<file path="config.mk">
export PLATFORM = sky130hd
export DESIGN_NAME = sync_fifo
export DESIGN_NICKNAME = d
export VERILOG_FILES = /design/src/rtl/sample_checker_pkg.sv /design/src/rtl/sync_fifo.sv
export SDC_FILE = /design/constraint.sdc
export NUM_CORES = 1
export LEC_CHECK = 0
export CELL_PAD_IN_SITES_DETAIL_PLACEMENT = 0
export CELL_PAD_IN_SITES_GLOBAL_PLACEMENT = 2
export CORE_MARGIN = 4
export CORE_UTILIZATION = 27
export DETAILED_ROUTE_END_ITERATION = 12
export PLACE_DENSITY_LB_ADDON = 0.12
export SETUP_SLACK_MARGIN = 0.15
export SYNTH_ARGS = -nofsm -noshare
export SYNTH_HDL_FRONTEND = slang
export SYNTH_SLANG_ARGS = --single-unit
</file>
<file path="constraint.sdc">
create_clock -name clk -period 2.3 [get_ports clk]
set_input_delay 0.46 -clock clk [delete_from_list [all_inputs] [get_ports clk]]
set_output_delay 0.46 -clock clk [all_outputs]
set_load 0.03 [all_outputs]
</file>
<file path="src/rtl/sample_checker_pkg.sv">
// Shared types and elaboration helpers for the hardware sample checker.
// No logic of its own; pure declarations and constant functions.
// Not applicable: nothing here carries a handshake.
package sample_checker_pkg;

  // Top-level control states: waiting, sampling, flushing the log.
  typedef enum logic [1:0] {
    IDLE  = 2'd0,
    RUN   = 2'd1,
    DRAIN = 2'd2
  } state_e;

  // Clock divide ratio from the DUT clock to the sample rate.
  // A zero sample rate yields 0 so the top-level range check trips.
  function automatic int calc_div(input int dut_freq, input int sample_freq);
    if (sample_freq <= 0) begin
      return 0;
    end
    return dut_freq / sample_freq;
  endfunction

  // True when the two frequencies give a usable integer divide ratio.
  function automatic bit div_is_valid(input int dut_freq, input int sample_freq);
    if (sample_freq <= 0) begin
      return 1'b0;
    end
    return ((dut_freq % sample_freq) == 0) && (calc_div(dut_freq, sample_freq) >= 2);
  endfunction

  // True for powers of two that are at least 2.
  function automatic bit is_pow2(input int value);
    return (value >= 2) && ((value & (value - 1)) == 0);
  endfunction

endpackage

</file>
<file path="src/rtl/sync_fifo.sv">
// Generic first-word-fall-through FIFO with a single clock.
// Latency: an entry is visible on rd_data the cycle after it is pushed into an empty FIFO.
// Backpressure: a push when full is ignored unless a pop happens in the same cycle.
module sync_fifo
  import sample_checker_pkg::*;
#(
  parameter int WIDTH = 8,
  parameter int DEPTH = 4
) (
  input  logic             clk,
  input  logic             rst_n,
  input  logic             push,
  input  logic [WIDTH-1:0] wr_data,
  input  logic             pop,
  output logic [WIDTH-1:0] rd_data,
  output logic             full,
  output logic             empty
);

  localparam int AW = (DEPTH > 2) ? $clog2(DEPTH) : 1;

  if (!is_pow2(DEPTH)) begin : g_bad_depth
    $error("sync_fifo: DEPTH must be a power of two and at least 2");
  end

  // Pointers carry one extra wrap bit so full and empty are distinguishable.
  logic [AW:0]      wr_ptr_q, wr_ptr_d;
  logic [AW:0]      rd_ptr_q, rd_ptr_d;
  logic [WIDTH-1:0] mem_q [DEPTH];
  logic             do_push;
  logic             do_pop;

  assign empty = (wr_ptr_q == rd_ptr_q);
  assign full  = (wr_ptr_q[AW] != rd_ptr_q[AW]) &&
                 (wr_ptr_q[AW-1:0] == rd_ptr_q[AW-1:0]);

  // A pop frees the head slot this cycle, so a push into a full FIFO may proceed.
  assign do_pop  = pop && !empty;
  assign do_push = push && (!full || do_pop);

  assign rd_data = mem_q[rd_ptr_q[AW-1:0]];

  // Next-pointer arithmetic.
  always_comb begin
    wr_ptr_d = wr_ptr_q;
    rd_ptr_d = rd_ptr_q;
    if (do_push) begin
      wr_ptr_d = wr_ptr_q + (AW+1)'(1);
    end
    if (do_pop) begin
      rd_ptr_d = rd_ptr_q + (AW+1)'(1);
    end
  end

  // Pointer registers; reset empties the FIFO.
  always_ff @(posedge clk or negedge rst_n) begin
    if (!rst_n) begin
      wr_ptr_q <= '0;
      rd_ptr_q <= '0;
    end else begin
      wr_ptr_q <= wr_ptr_d;
      rd_ptr_q <= rd_ptr_d;
    end
  end

  // Storage array; contents are meaningless once the pointers are reset.
  always_ff @(posedge clk) begin
    if (do_push) begin
      mem_q[wr_ptr_q[AW-1:0]] <= wr_data;
    end
  end

endmodule

</file>
==> results.md <==
* Outcome: finished, final reports clean
* Placer Congestion at 0.690
* Clock transition at path regs at 0.08 ns
* Yosys reg bits at 38
* Sink Count at 38
* Sequential-to-total area share from yosys stat at 69.3%
* Critical-path cell list: buf_12 > mux4_2 > clkdlybuf4s15_2
* HPWL Detailed at 2090 um
* Total power draw at 2.78 mW
* Post-synth top cells: 32 x edfxtp_1, 8 x mux4_2, 6 x dfrtp_1
* Metal1 wirelength at 1360 um
* Crit path launch type: flip-flop
* Hold-fix buffers, CTS at 0
* Ys flop type: edfxtp_1
* Pre-CTS setup slack at 0.160 ns
* # port buffers at 21
* Vias in the first global route at 912
* Peak VDD IR at 0.411 mV
* Final WL at 3050 um
* Vias at 847
* Setup_tns at 0 ns
* Buf/Inv on CP at 2
* Worst rel slew slack at 70.2%
* Drt pass-1 iters at 4
* Diodes inserted at 0
* Final core occ at 36.1%
* Die footprint at 7230 um2
* CTS tree: built
* RSZ-0062 raised after global routing: false
* CP endpoint kind: output pin
* Placed cell areas at 1920 um2
* P_leak at 0.716 nW
* R2r setup slk at 0.28 ns
* Global-route wire length before repair at 4910 um
* Final Skew at 0.00529 ns
* Die X at 85.0 um
* Remaining global-route overflow at 0
* Critical path peak fanout at 12
* Cell area after synthesis at 1600 um2
* Yosys warning count at 0
* Worst hold margin at 0.425 ns
* Average cell area after synthesis at 18.9 um2
* Std cell rows at 27
* Area growth from synthesis to layout at 27.2%
* Slew @ Worst Pin at 0.443 ns
* Pins over their slew limit at 0
* Cell family with most CP delay: multiplexers
* Post-layout instance area at 2040 um2
* Detail Route Antenna Nets at 0
* Metal2 WL at 1510 um
* Top post-synthesis cells by area: edfxtp_1 60%, mux4_2 11%, dfrtp_1 9.4%
* Reg2reg start: rd_ptr_q[0]
* Final period util at 91.0%
* Die height at 85.0 um
* Final layout net count at 133
* Async SR Flop Fraction at 15.8%
* Tot GR Track Use at 9.17%
* Cells after synthesis at 85
* Worst reg2reg path depth at 4
* R2R Path End: mem_q[0][0]
* Hold Fails Final Rpt at 0
* DRC at 0
* Depth of the CTS H-tree at 2
* Met3 WL at 152 um
* Slowest CP cell: mux4_2
* CTS Buf Count at 5
* Hold Crit Class: input port to async pin
* Arrival @ worst endpoint at 1.63 ns
* Clk buf depth at 2
* Final worst setup slack at 0.207 ns
* CP max stage delay at 0.51 ns
* Inst Count DP at 179
* Max Cap Viol at 0
* I/O Pins at 22
* CTS root buf: clkbuf_8
* Initial DRC count at 38
* DR vias/cell at 4.48
* Highest Signal Layer: met4
* Initial Util at 28.4%
* Largest net degree at the start of global routing at 13
* Final setup fails at 0
* Core footprint at 5640 um2
* WS Path Type: flip-flop to output pin
* Layout Cells excl Fill at 189
* Layout cells sized above 1 at 31.6%
* Post-Syn Nets at 102
* Worst-Skew Late Latency at 0.28 ns
* Initial antenna violation count at 0
* Max Clk Rate at 0.478 GHz
* Share of the synthesized area in the top cell type at 60.0%
* Min Tclk post-route at 2.09 ns
* Number of enable flip-flop cells after synthesis at 32
* Wire per inst at 16.1 um
* Unique masters post-synth at 24
* Area leader, netlist: edfxtp_1
* WP data required at 1.84 ns
* Cell Pwr Density at 1370 nW/um2
* Top-count cell post-synth: edfxtp_1
==> placed cells by master (no fill, tap or decap), drive strengths merged <==
cell type,Yosys,final
clkdlybuf4s50,0,11
o311ai,3,3
buf,4,10
and2,1,1
inv,4,4
dfrtp,6,6
nor3,2,2
and3,3,3
mux2,2,2
edfxtp,32,32
clkdlybuf4s15,0,7
ha,5,5
o41ai,2,2
clkinvlp,0,1
nand2,1,1
xor2,3,3
o21ai,1,1
mux4,8,8
o211ai,1,1
xnor2,3,3
clkbuf,0,5
o31a,1,1
or4,2,2
clkinv,0,2
o31ai,1,1
==> layer usage <==
layer  vias up  track usage (%)
li1        399                -
met3         2             3.40
met5         -                0
met4         0             3.45
met2        19             14.7
met1       427             11.3
==> kinds of logic (layout without fill, tap and decap cells) <==
logic type               after synthesis  after routing  synth area share (%)
adder cells (fa/ha/maj)                5              5                  3.90
AO/OA/AOI/OAI                          9              9                  5.00
AND/OR/NAND/NOR                        9              9                  3.36
XOR/XNOR                               6              6                  3.28
multiplexers                          10             10                  12.6
buffers and inverters                  8             40                  2.50
flip-flops                            38             38                  69.3
==> worst reg2reg max path, cell delays in order (launching register included) <==
cell	delay [ns]
dfrtp_1	0.40
buf_12	0.16
xor2_2	0.23
or4_1	0.58
and3_1	0.35
==> state kept, by name, indices dropped and copies added, names as in the netlist <==
name / cells
wr_ptr_q: 3
rd_ptr_q: 3
mem_q: 32
==> power breakdown <==
| group | switching (mW) | internal, mW | leakage, nW |
|---|---|---|---|
| Clock | 0.231 | 0.207 | 0.0416 |
| Sequential | 0.0994 | 0.937 | 0.364 |
| Combinational | 0.740 | 0.568 | 0.311 |
==> timing repair <==
action | in CTS | in global routing
setup buffers | 2 | 0
endpoints found under the setup margin | 9 | 26
gates resized for setup | 22 | 1
==> how the worst max path moves through the flow <==
stage,from,end,slack (ns),depth (start not counted)
2_1_floorplan,rd_ptr_q[1],empty,0.35,4
3_5_place_dp,pop,mem_q[0][2],0.16,3
5_1_grt,rd_ptr_q[0],rd_data[7],0.15,3
3_3_place_gp,pop,mem_q[0][1],0.17,3
6_report,rd_ptr_q[0],rd_data[7],0.21,3
4_1_cts,rd_ptr_q[0],rd_data[7],0.18,3
==> final cells by class <==
class	instances	area [um2]
Timing Repair Buffer	28	277
Fill cell	537	3600
Inverter	4	15.0
Tap cell	72	90.1
Clock buffer	5	68.8
Sequential cell	38	1110
Clock inverter	3	16.3
Multi-Input combinational cell	39	459
No activity file was read; power rests on OpenSTA's default activity.
==> RTL edit, RTL diff (config.mk and constraints unchanged) <==
Set the parameter `WIDTH` to 10 (it was 8).
--- a/src/rtl/sync_fifo.sv
+++ b/src/rtl/sync_fifo.sv
@@ -4,7 +4,7 @@
 module sync_fifo
   import sample_checker_pkg::*;
 #(
-  parameter int WIDTH = 8,
+  parameter int WIDTH = 10,
   parameter int DEPTH = 4
 ) (
   input  logic             clk,
Ports: changed (resized rd_data and wr_data); port bits go from 22 to 26. No check against the original RTL was run, so the function may have changed too.
==> RTL edit against the original RTL <==
- critical path type unchanged
- design area rose by 15%
- routed wire length rose by 13%
- power rose by 15%
- core utilization fell by 1.4 points
- via count increased by 13%
- largest power group unchanged
- sequential cell count is 8 higher
- synthesized area is 17% higher
- setup slack improved by 0.063 ns
- critical path depth up 1
==> RTL edit: results (changes against the original RTL) <==
Metal-1 WL: 1.50 mm (was 1.36 mm)
Pin count of the biggest net entering global routing: 15 (was 13)
Mux share of post-synthesis cell area: 13.2% (was 12.6%)
Status: finished clean (unchanged)
Critical-path maximum fanout: 14 (was 12)
Hold slack final: 0.405 ns (was 0.425 ns)
Post-Synth XOR/XNOR Area: 2.81% (was 3.28%)
Arr. time, crit path: 1.57 ns (was 1.63 ns)
Final non-clock buffer share: 11.7% (was 13.6%)
#MultiIn Comb: 41 (was 39)
Synth top area cells: edfxtp_1, mux4_2, dfrtp_1, ha_1, o311ai_0 (was edfxtp_1, mux4_2, dfrtp_1, ha_1, xnor2_1)
Worst path slowest cell: dfrtp_1 (was mux4_2)
ClkCell Share: 4.70% (was 4.17%)
Number of synthesized register bits: 46 (was 38)
First-pass DRT Iterations: 3 (was 4)
Drt wl/cell: 16.2 um (was 16.1 um)
Unique masters post-synth: 22 (was 24)
Vias in the first global route: 1022 (was 912)
Sequential cell area: 1350 um^2 (was 1110 um^2)
Tot GR Track Use: 9.13% (was 9.17%)
Nets@finish: 151 (was 133)
Synth top cells by count: edfxtp_1, mux4_2, dfrtp_1 (unchanged)
Via/cell ratio: 4.47 (was 4.48)
Synth Area in Compound Gates: 3.88% (was 5.00%)
R2r endpoint: mem_q[0][4] (was mem_q[0][0])
DRT iter0 DRCs: 54 (was 38)
P_leak: 0.827 nW (was 0.716 nW)
Fillers: 647 (was 537)
Post-synthesis net count: 114 (was 102)
Plain + repair buffers: 34 (was 28)
Final setup skew: 0.00771 ns (was 0.00529 ns)
Port Buffer Count: 25 (was 21)
Peak VDD IR: 0.000348 V (was 0.000411 V)
Slew of the pin with the lowest slew margin: 0.442 ns (was 0.443 ns)
Post-synth ARST share: 13.0% (was 15.8%)
Sequential area share after synthesis: 72.2% (was 69.3%)
Final Wtd Congestion: 0.696 (was 0.690)
Met3 WL: 131 um (was 152 um)
Share of layout cells above drive strength 1: 32.3% (was 31.6%)
HPWL after DPL: 2.48 mm (was 2.09 mm)
Routed wl met2: 1.74 mm (was 1.51 mm)
[RTL edit: changes by cell type in the layout (fill, tap and decap cells not counted), moves of 2 or more]
cell | before | now
buf_2 | 0 | 10
clkdlybuf4s15_2 | 7 | 0
and3_1 | 3 | 0
clkdlybuf4s50_1 | 11 | 13
edfxtp_1 | 32 | 40
and3_2 | 0 | 3
mux4_2 | 8 | 10
[RTL edit: worst max path at each step]
stage | end | slack [ns] | cells after the start
final | empty | 0.27 | 4
after global routing | empty | 0.15 | 4
after CTS | rd_data[0] | 0.14 | 3
after detailed placement | mem_q[0][8] | 0.11 | 3
after global placement | mem_q[3][0] | 0.08 | 6
after floorplan | empty | 0.43 | 3
[RTL edit: per-stage QoR]
stage / instance area, um^2 / instances
global route: 2340 / 213
CTS: 2400 / 213
finish: 2340 / 213
detailed placement: 2280 / 205
global placement: 2280 / 205
floorplan: 1870 / 95
[RTL edit: critical path: cells and delay by family (launching register included)]
family        cells  cell delay (ns)
flops             1             0.40
xor+xnor          1             0.39
simple gates      1             0.13
buf+inv           2             0.36
[RTL edit: per-layer routing]
layer / track usage, % / vias to the layer above
li1: - / 462
met1: 11.1 / 467
met2: 14.7 / 17
met3: 3.07 / 7
met4: 4.15 / 0
met5: 0 / -
[RTL edit: report_power, final]
part	switching, mW	internal, mW
logic	0.823	0.578
registers	0.0924	1.13
clock network	0.255	0.324
[RTL edit: cells by family after synthesis]
family | count (synthesis)
buffers and inverters | 8
multiplexers | 12
flip-flops | 46
adder cells (fa/ha/maj) | 5
AO/OA/AOI/OAI | 9
AND/OR/NAND/NOR | 9
XOR/XNOR | 6
[RTL edit: repair_timing]
action                                  CTS  global route
hold buffers                              0             0
resized for setup                        30            23
pin swaps                                 0             0
endpoints found under the setup margin   10            38
